### config.mk
export PLATFORM = sky130hd
export DESIGN_NAME = ram_arbiter
export DESIGN_NICKNAME = d
export VERILOG_FILES = /design/src/rtl/ram_arb_pkg.sv /design/src/rtl/rr_picker.sv /design/src/rtl/ram_arbiter.sv
export SDC_FILE = /design/constraint.sdc
export NUM_CORES = 1
export LEC_CHECK = 0
export ABC_AREA = 1
export CAP_MARGIN = 15
export CORE_MARGIN = 2
export CORE_UTILIZATION = 39
export DETAILED_ROUTE_END_ITERATION = 8
export GPL_TIMING_DRIVEN = 0
export HOLD_SLACK_MARGIN = 0.05
export PLACE_DENSITY = 0.81
export SLEW_MARGIN = 30
export SYNTH_ARGS = -nofsm -noshare
export SYNTH_HDL_FRONTEND = slang
export SYNTH_SLANG_ARGS = --single-unit
### constraint.sdc
create_clock -name clk -period 2.8 [get_ports clk]
set_clock_uncertainty 0.15 [all_clocks]
set_input_delay 0.42 -clock clk [delete_from_list [all_inputs] [get_ports clk]]
set_output_delay 0.42 -clock clk [all_outputs]
set_load 0.01 [all_outputs]
### src/rtl/ram_arb_pkg.sv
// Shared types and helpers for the RAM arbiter: FSM state encoding and the
// wrapping round-robin pointer increment.
package ram_arb_pkg;

    localparam int NREQ_MAX = 8;

    typedef enum logic {
        IDLE = 1'b0,
        OWN  = 1'b1
    } state_t;

    // Next requester index after p, wrapping n-1 back to 0.
    function automatic int ptr_inc(input int p, input int n);
        return (p >= n - 1) ? 0 : p + 1;
    endfunction

endpackage

### src/rtl/rr_picker.sv
// Combinational rotating-priority picker: scans req upward from start,
// wrapping, and reports the first set bit as a one-hot win and an index.
import ram_arb_pkg::*;

module rr_picker #(
    parameter int N  = 4,
    parameter int IW = $clog2(N)
) (
    input  logic [N-1:0]  req,
    input  logic [IW-1:0] start,
    output logic [N-1:0]  win,
    output logic [IW-1:0] win_idx,
    output logic          any
);

    always_comb begin
        // NOTE: every output gets a default before the loop so no path leaves
        // a variable unassigned, which would otherwise infer a latch.
        win     = '0;
        win_idx = '0;
        any     = 1'b0;
        for (int k = 0; k < NREQ_MAX; k++) begin
            if (k < N) begin
                int            idx;
                logic [IW-1:0] sel;
                idx = (int'(start) + k) % N;
                sel = IW'(idx);
                if (!any && req[sel]) begin
                    any      = 1'b1;
                    win[sel] = 1'b1;
                    win_idx  = sel;
                end
            end
        end
    end

endmodule

### src/rtl/ram_arbiter.sv
// Arbitrates NREQ requesters onto one RAM port with a bounded hold time.
// Define RAM_ARB_FIXED_PRIO_EN for lowest-index-wins instead of round robin.
import ram_arb_pkg::*;

module ram_arbiter #(
    parameter int NREQ     = 4,
    parameter int AW       = 8,
    parameter int DW       = 8,
    parameter int MAX_HOLD = 8
) (
    input  logic             clk,
    input  logic             rst,
    input  logic [NREQ-1:0]  req,
    input  logic [NREQ-1:0]  wr,
    input  logic [NREQ*AW-1:0] addr_in,
    input  logic [NREQ*DW-1:0] wdata_in,
    output logic [NREQ-1:0]  gnt,
    output logic [DW-1:0]    rdata,
    output logic             rvalid,
    output logic             ram_ena,
    output logic             ram_read,
    output logic             ram_write,
    output logic [AW-1:0]    ram_addr,
    output logic [DW-1:0]    ram_wdata,
    input  logic [DW-1:0]    ram_rdata
);

    localparam int          IW        = $clog2(NREQ);
    localparam logic [7:0]  HOLD_LAST = 8'(MAX_HOLD - 1);

    state_t          state, state_nx;
    logic [NREQ-1:0] gnt_nx;
    logic [IW-1:0]   owner, owner_nx;
    logic [IW-1:0]   rr_ptr, rr_nx;
    logic [7:0]      hold_cnt, hold_nx;

    logic [AW-1:0]   addr_arr  [NREQ];
    logic [DW-1:0]   wdata_arr [NREQ];

    for (genvar i = 0; i < NREQ; i++) begin : g_unpack
        assign addr_arr[i]  = addr_in[i*AW +: AW];
        assign wdata_arr[i] = wdata_in[i*DW +: DW];
    end

    logic [IW-1:0]   idle_start, own_start;
    logic [NREQ-1:0] idle_win, own_win;
    logic [IW-1:0]   idle_idx, own_idx;
    logic            idle_any, own_any;

`ifdef RAM_ARB_FIXED_PRIO_EN
    assign idle_start = '0;
    assign own_start  = '0;
`else
    // On release the search begins just past the outgoing owner, so a lone
    // owner that hits the hold limit wraps around and wins again.
    assign idle_start = rr_ptr;
    assign own_start  = IW'(ptr_inc(int'(owner), NREQ));
`endif

    rr_picker #(.N(NREQ), .IW(IW)) u_idle_pick (
        .req     (req),
        .start   (idle_start),
        .win     (idle_win),
        .win_idx (idle_idx),
        .any     (idle_any)
    );

    rr_picker #(.N(NREQ), .IW(IW)) u_own_pick (
        .req     (req),
        .start   (own_start),
        .win     (own_win),
        .win_idx (own_idx),
        .any     (own_any)
    );

    logic access, rd_access;

    assign access    = (state == OWN) && req[owner];
    assign rd_access = access && !wr[owner];

    assign ram_ena   = access;
    assign ram_read  = rd_access;
    assign ram_write = access && wr[owner];
    assign ram_addr  = access ? addr_arr[owner]  : '0;
    assign ram_wdata = access ? wdata_arr[owner] : '0;

    always_comb begin
        state_nx = state;
        gnt_nx   = gnt;
        owner_nx = owner;
        hold_nx  = hold_cnt;
        rr_nx    = rr_ptr;
        unique case (state)
            IDLE: begin
                if (idle_any) begin
                    state_nx = OWN;
                    gnt_nx   = idle_win;
                    owner_nx = idle_idx;
                    hold_nx  = '0;
                end
            end
            OWN: begin
                if (req[owner] && (hold_cnt < HOLD_LAST)) begin
                    hold_nx = hold_cnt + 8'd1;
                end else begin
                    rr_nx   = IW'(ptr_inc(int'(owner), NREQ));
                    hold_nx = '0;
                    if (own_any) begin
                        gnt_nx   = own_win;
                        owner_nx = own_idx;
                    end else begin
                        state_nx = IDLE;
                        gnt_nx   = '0;
                        owner_nx = '0;
                    end
                end
            end
            default: ;
        endcase
    end

    // NOTE: state registers use non-blocking assignments so every flop
    // samples pre-edge values regardless of statement order.
    always_ff @(posedge clk) begin
        if (!rst) begin
            state    <= IDLE;
            gnt      <= '0;
            owner    <= '0;
            rr_ptr   <= '0;
            hold_cnt <= '0;
            rvalid   <= 1'b0;
            rdata    <= '0;
        end else begin
            state    <= state_nx;
            gnt      <= gnt_nx;
            owner    <= owner_nx;
            rr_ptr   <= rr_nx;
            hold_cnt <= hold_nx;
            rvalid   <= rd_access;
            if (rd_access) rdata <= ram_rdata;
        end
    end

endmodule

* Word level (Yosys, flattened, before mapping)
Cells that the tools add are included.
** Word-level totals
- Register bits :: 26
- Input bits :: 82
- Output and inout port bits :: 32
- Logic and storage cells :: 157
** Cells by class
- $add $sub $neg :: 8
- Order comparisons :: 20
- Equal/unequal tests :: 2
- Mux-type cells :: 84
- Bitwise operators :: 9
- Reduce and logical (&&, ||, !) cells :: 27
** Operators with widths (count)
- two-way mux 8 bit :: 8
- two-way mux 4 bit :: 11
- binary-select mux 8 bit (select 2 bit) :: 2
- two-way mux 1 bit :: 29
- < comparator 2 x 3 -> 1 bit (second input constant) :: 9
- two-way mux 2 bit :: 12
- bitwise OR 4 bit :: 6
- binary-select mux 1 bit (select 2 bit) :: 10
- logical AND 1 bit :: 18
- demux 1 bit (select 2 bit) :: 8
- >= comparator 2 x 1 -> 1 bit (second input constant) :: 8
- one-hot mux 8 bit (2 select lines) :: 1
- adder 2 bit (second input constant) :: 4
- adder 8 x 1 -> 8 bit (second input constant) :: 1
- < comparator 8 x 3 -> 1 bit (second input constant) :: 1
- one-hot mux 4 bit (2 select lines) :: 1
- zero test 1 bit :: 7
- adder 2 x 1 -> 2 bit (second input constant) :: 3
- != test 2 bit (second input constant) :: 2
- one-hot mux 2 bit (2 select lines) :: 1
- AND reduction 2 bit :: 2
- >= comparator 3 bit (second input constant) :: 1
- inverter 2 -> 3 bit :: 1
- >= comparator 2 bit (second input constant) :: 1
- other kinds (2) :: 3

* Depth between registers and ports, before layout
- Depth in word-level cells :: 17
- Gate-level depth with buffers :: 18
- Mapped depth without buffers :: 15

* Hierarchy
From an unflattened synthesis, not the netlist that was laid out.
** Second synthesis, totals
- Cells, all modules :: 462
- Area total of the unflattened synthesis :: 2762.6 µm²
** Modules (own cells, without submodules)
- ram_arbiter :: instances 1, cells each 314, area an instance 1881.8 µm², seq. area each 520.5 µm²
- rr_picker :: instances 2, cells each 74, area an instance 440.4 µm², seq. area each 0.0 µm²

* Least setup slack after synthesis
No wires, ideal clock.
- Kind :: register to register
- Start :: register owner[1]
- End :: register owner[1]
- Setup time :: 109 ps
- Arrival :: 2348 ps
- Data required time :: 2541 ps
- Setup slack :: 193 ps
- Stages on the path, launching flop included :: 17
- Path buffers :: 4
- Period minus slack after synthesis :: 2607 ps
- Cell sequence :: dfxtp_1 buf_2 inv_2 clkbuf_1 clkbuf_1 ha_1 nand3_1 nand2_2 nor2_4 buf_4 nand3_1 nand2_1 nand2_1 nand2_1 nand3_2 nand2_1 inv_1
** On the way
- Longest elaborated chain between the ends :: 17
- Elaborated cells between the ends (all ways) :: 36
- Those cells by class :: 4 x add/sub; 1 x order compare; 1 x eq/ne; 22 x mux; 8 x reduce/logical
** RTL lines
- start: declaration :: line ram_arbiter.sv:33 : logic [IW-1:0] owner, owner_nx;
- start signal: assignment :: line ram_arbiter.sv:136 : owner <= owner_nx;
- adder 2 x 1 -> 2 bit or >= comparator 2 bit (tied branches) :: line ram_arb_pkg.sv:14 : return (p >= n - 1) ? 0 : p + 1;
- two-way mux 2 bit * :: line ram_arb_pkg.sv:14
- net own_start[1] :: line ram_arbiter.sv:45 : logic [IW-1:0] idle_start, own_start;
- branches (longest 12 deep; another with adder 2 x 1 -> 2 bit)
- two-way mux 2 bit * :: line ram_arbiter.sv:108 : if (own_any) begin
- two-way mux 2 bit * :: line ram_arbiter.sv:103 : if (req[owner] && (hold_cnt < HOLD_LAST)) begin
- one-hot mux 2 bit (2 select lines) * :: line ram_arbiter.sv:93 : unique case (state)
Mark *: on every way through the listed nets, which the timed path passes. The select of a mux whose other input is x is not followed.
A chain may end at the register's enable or synchronous reset.

* Worst setup path in the final report
- Start :: register owner[0]
- End :: output ram_ena
** On the way
- Longest elaborated chain between the ends :: 3
** RTL lines
- binary-select mux 1 bit (select 2 bit) :: line ram_arbiter.sv:78 : assign access = (state == OWN) && req[owner];
- two-way mux 1 bit (not written as such) :: line ram_arbiter.sv:78
- logical AND 1 bit :: line ram_arbiter.sv:78
- end: declaration :: line ram_arbiter.sv:20 : output logic ram_ena,
No other way between the ends. The select of a mux whose other input is x is not followed.

==> impl_results.md <==
* Post-route antenna net violation count at 0
* DP Wirelength at 6510 um
* Nets@finish at 649
* Fmax at 0.365 GHz
* Die X at 84.7 um
* Final core utilization at 61.9%
* DR WL/cell at 13.2 um
* Mapped cell area at 0.00254 sq mm
* Uppermost routed layer: met4
* Max clock buf depth at 2
* Detailed Routing Iterations Pass 1 at 5
* IO Pins at 114
* Final total power at 3190 uW
* First-pass GRT wire length at 13,700 um
* Total Die Area at 0.00717 sq mm
* Worst Setup End Kind: output port
* Hold Vio Cnt, Final at 0
* WL met3 at 468 um
* Antenna violations before repair at 0
* Post-synth cell types at 27
* Max stage delay cell, worst path: clkdlybuf4s50_1
* Mean post-synth cell area at 5.87 sq um
* DRC Markers at 0
* DR vias/cell at 5.13
* Die Ht at 84.7 um
* Most used cell, CP: buf_4
* Placed insts at 623
* Synth top area cells: dfxtp_1, nor2_1, nand2_1, o21ai_0, a21oi_1
* Commonest non-fill, non-tap cell in the layout: nor2_1
* RSZ-0062 raised after global routing: no
* M1 wire length at 3700 um
* Final setup fails at 0
* Peak VDD IR at 0.579 mV
* CTS H-tree lvls at 1
* CTS sink cnt at 26
* Initial core utilization at 40.2%
* Crit path DAT at 2.17 ns
* Fin crit share at 97.8%
* Max_cap viols at 0
* Met2 wire length at 3940 um
* Final GP Congestion at 0.946
* Clock slew at reported path FFs at 0.09 ns
* Most frequent cells in the layout: nor2_1, clkdlybuf4s50_1, nand2_1
* Remaining Overflow, GRT at 0
* Worst-path cell chain: buf_4, nand2_1, nand3_1, o21ai_2, nor2_4, buf_4, buf_4, clkdlybuf4s50_1
* Run status: finished, final reports clean
* Synthesis-stage register bit count at 26
* Type of the most critical hold path: reg -> reg
* Pwr Density at 818 mW/mm^2
* Worst EP required at 2.23 ns
* Starting DRT DRC Count at 184
* Clock buffer count from CTS at 3
* Cell taking the most area after synthesis: dfxtp_1
* Worst-skew pair later-pin latency at 0.27 ns
* Synth warn at 0
* Critical Path Max Stage Delay at 0.54 ns
* Slew Limit Fails at 0
* Fin cells at 629
* Post-synthesis sequential area ratio at 20.5%
* Inserted Diodes at 0
* Via count of the routed design at 3,224
* Port Buffers at 113
* Drt total wl at 8300 um
* Pleak at 0.00189 uW
* Vias in the first global route at 3,049
* Slew @ Worst Pin at 0.461 ns
* Post-synth top area share at 20.5%
* Largest net degree at the start of global routing at 16
* Syn nets at 529
* Hold buffers post-CTS at 0
* Min Tclk post-route at 2.74 ns
* Ratio of cells with drive above 1 in the final layout at 10.7%
* Crit Path Max Fanout at 10
* # rows at 29
* CORE AREA at 0.00631 sq mm
* Total GRT Usage at 22.7%
* Post-Synthesis Cells at 433
* Kind of critical path: reg -> out
* Worst relative slew slack at 69.0%
* Clock root cell: clkbuf_8
* TritonCTS clock tree: yes
* Fin worst setup slack at 0.0629 ns
* Crit start category: flip-flop
* Area added between synthesis and finish at 53.8%
* Pre-CTS setup slack at -0.311 ns
## power by group
group	switching (uW)	internal [uW]	total [uW]	leakage, uW
Combinational	1380	951	2340	0.00164
Clock	120	191	312	0.0000357
Sequential	83.9	464	547	0.000213
## cells in the mapped netlist
cell / number
dfxtp_1: 26
a32o_1: 1
buf_2: 2
inv_2: 7
inv_1: 28
nor2_4: 4
buf_4: 2
ha_1: 14
o21ai_1: 4
nor3_1: 2
nand3b_1: 1
inv_6: 1
clkbuf_1: 9
nand4_1: 8
nand3_1: 29
nand2_4: 1
nor2_1: 98
o21ai_0: 46
nand3_2: 8
nor4_1: 1
a21oi_1: 37
a21boi_0: 6
nand2_8: 1
nand2_2: 13
buf_6: 2
buf_1: 2
nand2_1: 80
## registers in the layout (all words and copies together) (netlist names)
| name | flops |
|---|---|
| idle_start | 2 |
| rdata | 8 |
| rvalid | 1 |
| gnt | 4 |
| owner | 2 |
| hold_cnt | 8 |
| state | 1 |
## final cells by class
class	instances	area [sq um]
fill	595	2410
multi-input combinational	354	1820
buffer	17	105
clock buffer	3	41.3
inverter	36	143
tap	77	96.3
clock inverter	1	30.0
sequential	26	523
timing repair buffer	115	1150
## cells by family (layout without fill, tap and decap cells)
family,after synthesis,in the layout,synth area share (%)
simple gates,246,246,44.3
compound gates,94,94,19.3
buf+inv,53,172,9.01
flops,26,26,20.5
fa+ha+maj,14,14,6.90
## routing by layer
metal / track usage (%) / vias to the layer above
li1: - / 1658
met1: 30.1 / 1445
met2: 38.7 / 100
met3: 2.06 / 21
met4: 7.65 / 0
met5: 0 / -
## final timing paths
path,startpoint,endpoint,slack [ns],cells past startpoint
min reg2reg,hold_cnt[5],hold_cnt[5],0.30,2
max reg2reg,owner[1],owner[1],0.26,17
max,owner[0],ram_ena,0.06,8
min,hold_cnt[5],hold_cnt[5],0.30,2
## stage by stage
| step | setup TNS, ns | hold slack (ns) | area, sq um |
|---|---|---|---|
| CTS | -0.197 | 0.292 | 3840 |
| global placement | -4.27 | 0.277 | 3770 |
| detailed placement | -5.05 | 0.277 | 3770 |
| finish | 0 | 0.304 | 3910 |
| global route | 0 | 0.330 | 3910 |
| floorplan | 0 | 0.267 | 2540 |
## worst max-delay path, delay by kind of cell, from the launching register on
| family | cells | cell delay (ns) |
|---|---|---|
| DFF | 1 | 0.43 |
| buffers and inverters | 4 | 1.00 |
| and+or+nand+nor | 3 | 0.38 |
| AOI/OAI and AO/OA | 1 | 0.09 |
## timing repair
action / in CTS / in global routing
pin swaps: 1 / 1
cloned: 0 / 0
setup endpoints to repair: 25 / 25
buffers inserted: 1 / 1
resized for setup: 19 / 24
Note: power is estimated with default switching activity, not from simulation.
